### src/rtl/instr_fetch_unit_pkg.sv
// Shared constants and types for the instruction fetch slice.
// Holds reset PC, nop encoding, next-PC selector codes and FSM states.
package instr_fetch_unit_pkg;

    localparam logic [31:0] RESET_PC = 32'h0000_3000;
    localparam logic [31:0] NOP      = 32'h0000_0000;

    localparam logic [2:0] NPC_BEQ = 3'd0;
    localparam logic [2:0] NPC_J   = 3'd1;
    localparam logic [2:0] NPC_JR  = 3'd2;

    typedef enum logic [1:0] {
        ST_BOOT = 2'd0,
        ST_RUN  = 2'd1,
        ST_HALT = 2'd2
    } fetch_state_e;

endpackage

### src/rtl/instr_fetch_unit_npc_calc.sv
// Combinational next-PC selection for beq, j/jal and jr.
// Reserved selector codes fall back to sequential fetch.
module npc_calc
    import instr_fetch_unit_pkg::*;
(
    input  logic [31:0] pc_i,
    input  logic [25:0] imm26_i,
    input  logic        branch_jump_i,
    input  logic [2:0]  npc_sel_i,
    input  logic        cmp_true_i,
    input  logic [31:0] rs_data_i,
    output logic [31:0] npc_o
);

    logic [31:0] pc4;
    logic [31:0] br_off;

    assign pc4    = pc_i + 32'd4;
    assign br_off = {{14{imm26_i[15]}}, imm26_i[15:0], 2'b00};

    // pc_i already points at the delay slot, i.e. the branch's PC+4
    always_comb begin
        npc_o = pc4;
        if (branch_jump_i) begin
            case (npc_sel_i)
                NPC_BEQ: if (cmp_true_i) npc_o = pc_i + br_off;
                NPC_J:   npc_o = {pc_i[31:28], imm26_i, 2'b00};
                NPC_JR:  npc_o = rs_data_i;
                default: npc_o = pc4;
            endcase
        end
    end

endmodule

### src/rtl/instr_fetch_unit.sv
// Fetch stage: PC, IF/ID register and BOOT/RUN/HALT control.
// Optional FETCH_PERF_CNT_EN adds fetch_cnt/stall_cnt counters.
module instr_fetch_unit
    import instr_fetch_unit_pkg::*;
(
    input  logic        clk,
    input  logic        reset,
    input  logic        stall,
    input  logic        branch_jump,
    input  logic [2:0]  npc_sel,
    input  logic        cmp_true,
    input  logic [31:0] rs_data,
    output logic [31:0] imem_addr,
    input  logic [31:0] imem_rdata,
    output logic [31:0] id_instr,
    output logic [31:0] id_pc,
    output logic [31:0] id_pc8,
    output logic [5:0]  id_op,
    output logic [5:0]  id_func,
`ifdef FETCH_PERF_CNT_EN
    output logic [31:0] fetch_cnt,
    output logic [31:0] stall_cnt,
`endif
    output logic        halted
);

    fetch_state_e state_q;
    logic [31:0]  pc_q;
    logic [31:0]  id_instr_q;
    logic [31:0]  id_pc_q;
    logic         halted_q;
    logic [31:0]  npc;

`ifdef FETCH_PERF_CNT_EN
    logic [31:0] fetch_cnt_q;
    logic [31:0] stall_cnt_q;

    assign fetch_cnt = fetch_cnt_q;
    assign stall_cnt = stall_cnt_q;
`endif

    npc_calc u_npc_calc (
        .pc_i          (pc_q),
        .imm26_i       (id_instr_q[25:0]),
        .branch_jump_i (branch_jump),
        .npc_sel_i     (npc_sel),
        .cmp_true_i    (cmp_true),
        .rs_data_i     (rs_data),
        .npc_o         (npc)
    );

    always_ff @(posedge clk or negedge reset) begin
        if (!reset) begin
            state_q    <= ST_BOOT;
            pc_q       <= RESET_PC;
            id_instr_q <= NOP;
            id_pc_q    <= RESET_PC;
            halted_q   <= 1'b0;
`ifdef FETCH_PERF_CNT_EN
            fetch_cnt_q <= '0;
            stall_cnt_q <= '0;
`endif
        end else begin
            unique case (state_q)
                ST_BOOT: begin
                    id_instr_q <= NOP;
                    state_q    <= ST_RUN;
                end
                ST_RUN: begin
                    if (stall) begin
`ifdef FETCH_PERF_CNT_EN
                        stall_cnt_q <= stall_cnt_q + 32'd1;
`endif
                    end else begin
`ifdef FETCH_PERF_CNT_EN
                        fetch_cnt_q <= fetch_cnt_q + 32'd1;
`endif
                        // misaligned target: freeze PC, squash IF/ID
                        if (npc[1:0] != 2'b00) begin
                            state_q    <= ST_HALT;
                            halted_q   <= 1'b1;
                            id_instr_q <= NOP;
                        end else begin
                            pc_q       <= npc;
                            id_instr_q <= imem_rdata;
                            id_pc_q    <= pc_q;
                        end
                    end
                end
                ST_HALT: begin
                    id_instr_q <= NOP;
                end
                default: begin
                    state_q <= ST_HALT;
                end
            endcase
        end
    end

    assign imem_addr = pc_q;
    assign id_instr  = id_instr_q;
    assign id_pc     = id_pc_q;
    assign id_pc8    = id_pc_q + 32'd8;
    assign id_op     = id_instr_q[31:26];
    assign id_func   = id_instr_q[5:0];
    assign halted    = halted_q;

endmodule

### config.mk
export PLATFORM = sky130hd
export DESIGN_NAME = instr_fetch_unit
export DESIGN_NICKNAME = d
export VERILOG_FILES = /design/src/rtl/instr_fetch_unit_pkg.sv /design/src/rtl/instr_fetch_unit_npc_calc.sv /design/src/rtl/instr_fetch_unit.sv
export SDC_FILE = /design/constraint.sdc
export NUM_CORES = 1
export LEC_CHECK = 0
export ABC_AREA = 1
export CORE_MARGIN = 2
export CORE_UTILIZATION = 52
export DETAILED_ROUTE_END_ITERATION = 7
export PLACE_DENSITY = 0.84
export RECOVER_POWER = 100
export SYNTH_ARGS = -nofsm -noshare
export SYNTH_HDL_FRONTEND = slang
export SYNTH_SLANG_ARGS = --single-unit
### constraint.sdc
create_clock -name clk -period 3.45 [get_ports clk]
set_clock_uncertainty 0.1 [all_clocks]
set_input_delay 0.8625 -clock clk [delete_from_list [all_inputs] [get_ports clk]]
set_output_delay 0.8625 -clock clk [all_outputs]
set_load 0.005 [all_outputs]
==> After elaboration in Yosys (flattened, before gate mapping) <==
Cells that the tools add are included.
{ "classes": {"n_addsub": 3, "bitwise": 3, "n_reduce_logical": 10, "n_mux": 9, "eq_ne": 7} }
{ "op_table": {"columns": ["operator", "n"], "rows": [
  ["$mux 32", 4],
  ["$pmux 32 s3", 1],
  ["$pmux 32 s2", 1],
  ["$add 32x3->32 const B", 1],
  ["$add 32x32->32", 1],
  ["$add 32x4->32 const B", 1],
  ["$reduce_and 3->1", 3],
  ["$ne 2x2->1 const B", 3],
  ["$pmux 2 s3", 1],
  ["$mux 2", 2],
  ["$reduce_and 4->1", 1],
  ["$reduce_bool 2->1", 2],
  ["$eq 3x1->1 const B", 1],
  ["$eq 3x2->1 const B", 1],
  ["$logic_not 3->1", 1],
  ["$not 1->1", 3],
  ["$eq 2x1->1 const B", 1],
  ["$eq 2x2->1 const B", 1],
  ["$logic_not 2->1", 1],
  ["$reduce_and 2->1", 1],
  ["$reduce_or 2->1", 1]
]} }
{ "totals": {"register_bits": 99, "out_inout_bits": 141} }

==> Logic depth before layout (Yosys ltp) <==
{ "logic_depth": {"ltp_word": 8, "mapped_depth": 18} }

==> By module <==
A second synthesis with hierarchy kept.
{ "hier_totals": {"hier_cells": 1362, "area_unflattened_um2": 8614.5} }
{ "by_module_without_submodules": {"columns": ["module", "n_inst", "cells_each", "seq_area_each_um2", "area_each_um2"], "rows": [
  ["instr_fetch_unit", 1, 566, 2482.4, 4642.0],
  ["npc_calc", 1, 796, 0.0, 3972.6]
]} }

==> Least setup slack after synthesis <==
Ideal clock, no wire load.
{ "synth_path": {"path_kind": "reg2out", "startpoint": "register id_pc_q[3] (netlist: id_pc[3])", "endpoint": "output port id_pc8[29]", "n_path_buf": 0, "t_arrival_ns": 1.605, "stages_incl_launch_ff": 8, "setup_slack_ns": 0.883, "required_ns": 2.487, "cell_sequence": "dfrtp_1 ha_1 nand4_1 nor2_1 nand3_2 nor4_4 nand3_1 xnor2_1"} }
{ "synth_between": {"elab_chain_len": 1} }
{ "synth_lines": {"columns": ["item", "line", "source"], "rows": [
  ["start: declaration", "instr_fetch_unit.sv:30", "logic [31:0] id_pc_q;"],
  ["start signal: assignment", "instr_fetch_unit.sv:86", "id_pc_q <= pc_q;"],
  ["$add 32x4->32", "instr_fetch_unit.sv:103", "assign id_pc8 = id_pc_q + 32'd8;"],
  ["end: declaration", "instr_fetch_unit.sv:17", "output logic [31:0] id_pc8,"]
]} }
Every way passes these cells.

==> Final worst setup path <==
{ "layout_path": {"startpoint": "register id_pc_q[4] (netlist: id_pc[4])", "endpoint": "output port id_pc8[21]"} }
Same word-level chain as after synthesis.

==> reports/metrics.cfg <==
[outcome]
status=finished, violations left
violations=capacitance limit, slew limit

[synth]
synthAdderAreaFrac_pct=4.95
netlist_area_mm2=0.00823
yosysSeqAreaShare_pct=30.1
ys_types=50
synth-xor-area-share_pct=4.25
syn-num-nets=1341
synth_top_family_by_area=simple AND/OR/NAND/NOR gates
synthTopCellsByArea=dfrtp_1 (29%), nand2_1 (18%), inv_1 (7.0%)
yosysTopAreaCell=dfrtp_1
ys_async_sr_fraction_pct=100
synth.area.mux_share_pct=0
syn_avg_cell_area_um2=6.66
yosysTopAreaCellShare_pct=28.9
synth_compound_area_share_pct=16.2
ys_seq_elements=99
synth_edf_count=0
synthFlopType=dfrtp_1
syn_inst=1237
yosys.area_share.simple_pct=34.0
yosys_warnings=0

[finish]
num_antenna_cells=0
ff_latch_area_mm2=0.00248
area_delta_synth_final_pct=33.5
layout-drive-gt1-share_pct=6.35
multiInputGateArea_mm2=0.00490
fin_nets=1563
final_common_cell=nand2_1
fill_cells=1333
final_cell_mix=nand2_1 (391), inv_1 (154), dlygate4sd3_1 (121), dfrtp_1 (94), nand3_1 (86)

[pwr]
total_leakage_power_nw=5.33
power_mw=7.42
powerDensity_mw_per_mm2=675
vdd_ir_drop_max_v=0.000457

[worst_setup_path]
crit_chain=ha_1 > nand4_1 > nor2_2 > nand3_1 > buf_4 > xor2_1 > clkdlybuf4s50_1
crit_buf_inv=2
cp.depth=7
critical_path_class=flip-flop to output pin
r2r_cells=11
slowest_delay_ns=0.54
worstPathArrival_ns=2.37
cp-start-kind=flip-flop
cp_slowest_cell=clkdlybuf4s50_1
worstPathRequired_ns=2.49
cp-end-kind=output pin
cp_top_family=buffers and inverters
path_max_fanout=4

[routing]
drt-initial-drc-count=865
viasPerCell=5.74
ant_nets=0
first_pass_iters=5
drcViolationCount=0
wl_mm=31.1
route.detailed.wl_per_inst_um=18.6
vias=9621

[floorplanning]
die_area_mm2=0.0169
row_count=45
io_pins=213
die_y_um=130
die_w_um=130
initial_core_util_pct=53.8
core_mm2=0.0153

[placement]
gp_routability_congestion=0.979
port_buffers=212
dp_hpwl_mm=24.8

[global_routing]
grt_pass1_vias=9156
grt_pass1_wl_mm=47.6
gr-total-overflow=0
grt_use_total_pct=37.0
antenna_found_initial=0
grt_max_degree=72

[clock_tree]
htree_levels=3
worst_skew_pair.late_latency_ns=0.37
numCtsBuffers=9
root_buffer=clkbuf_16
clk_pin_slew_ns=0.08
cts_buffer_depth=2
cts_tree=done
cts_hold_buf=0
cts_sinks=99

[min_path]
holdPathStages=1
worstHoldPathType=flip-flop to flip-flop

[timing]
fmax_ghz=0.300
period_minus_slack_ns=3.33
fin_crit_sh_pct=96.6
relSlewSlack_pct=-14.7
setup_viol=0
rsz0062_at_grt=no
finalHoldViolCount=0
worst_pin_slew_ns=1.72
final_max_slew_viol_count=31
setup-tns-final_ns=0

[job]
max_cap_viol_count=1

sequential cells by signal (all words and copies together), names as in the netlist:
| register | flops |
|---|---|
| id_pc | 32 |
| imem_addr | 32 |
| id_instr | 32 |
| state_q | 2 |
| halted | 1 |
worst paths after layout:
kind,slack (ns),endpoint,startpoint
max,0.12,id_pc8[21],id_pc[4]$_DFFE_PN0P_
min,0.36,state_q[0]$_DFFE_PN0P_,state_q[1]$_DFFE_PN0P_
max reg2reg,0.66,imem_addr[27]$_DFFE_PN0P_,id_instr[15]$_DFFE_PN0P_
min reg2reg,0.36,state_q[0]$_DFFE_PN0P_,state_q[1]$_DFFE_PN0P_
max in group asynchronous,0.83,imem_addr[23]$_DFFE_PN0P_,reset
min in group asynchronous,0.38,id_instr[0]$_DFFE_PN0P_,reset
where the power goes:
| group | internal [mW] | switching (mW) | leakage (nW) |
|---|---|---|---|
| clock | 0.517 | 0.531 | 0.146 |
| combinational | 1.81 | 2.26 | 3.94 |
| sequential | 1.56 | 0.734 | 1.25 |
| total | 3.89 | 3.53 | 5.33 |
worst register-to-register path, cell delays in order (launching register included):
cell	delay, ns
dfrtp_1	0.88
ha_1	0.44
nand2_1	0.09
nand2_1	0.09
a21oi_1	0.25
nand2_1	0.16
a21oi_1	0.16
nand3_1	0.09
nand3_1	0.10
nand2_1	0.08
nand2_1	0.13
a21oi_1	0.08
through the flow:
step                      util (%)  area, µm²  instances  hold WS, ns  setup slack, ns
after floorplan                  -       8230       1237        0.313            0.883
after global placement        69.5      10600       1647        0.321            0.216
after detailed placement      69.5      10600       1647        0.335            0.127
after CTS                     72.1      11000       1675        0.361          0.00141
after global routing          71.8      11000       1675        0.371          0.00847
final                         71.8      11000       1675        0.363            0.117
cells by family (layout without fill, tap and decap cells):
| logic type | after synthesis | count (layout) |
|---|---|---|
| compound gates | 218 | 218 |
| fa+ha+maj | 32 | 32 |
| xor+xnor | 40 | 40 |
| buf+inv | 207 | 434 |
| simple gates | 641 | 641 |
| flops | 99 | 99 |
cells in the mapped netlist, drive strengths merged (3+ instances only):
master / count
o21ai: 86
or2: 4
xor2: 32
a32o: 20
nor4: 10
a21oi: 65
buf: 29
nor3: 23
nand3: 89
xnor2: 8
nor2: 91
nand4: 25
nand2: 394
o21bai: 10
dfstp: 4
a31oi: 4
a21boi: 6
dfrtp: 95
a221oi: 11
o221ai: 3
clkbuf: 18
o211ai: 4
ha: 31
inv: 159
what timing repair did:
| item | CTS | global route |
|---|---|---|
| pin swaps | 10 | 4 |
| resized for setup | 9 | 7 |
| setup buffers | 12 | 0 |
| endpoints found under the setup margin | 8 | 7 |
metal layers:
metal	track usage, %	wire length [µm]	up-vias
met5	0	0	-
met4	15.0	1250	0
met3	7.30	2820	85
met2	60.7	14400	532
met1	48.1	12600	4476
li1	-	-	4528
cell type report:
type,instances,area share [%]
Timing Repair Buffer,258,22.2
Clock buffer,9,2.05
Inverter,160,5.46
Multi-Input combinational cell,931,44.6
Clock inverter,7,0.729
Sequential cell,99,22.6
Tap cell,211,2.40
(Power assumes the default switching activity.)
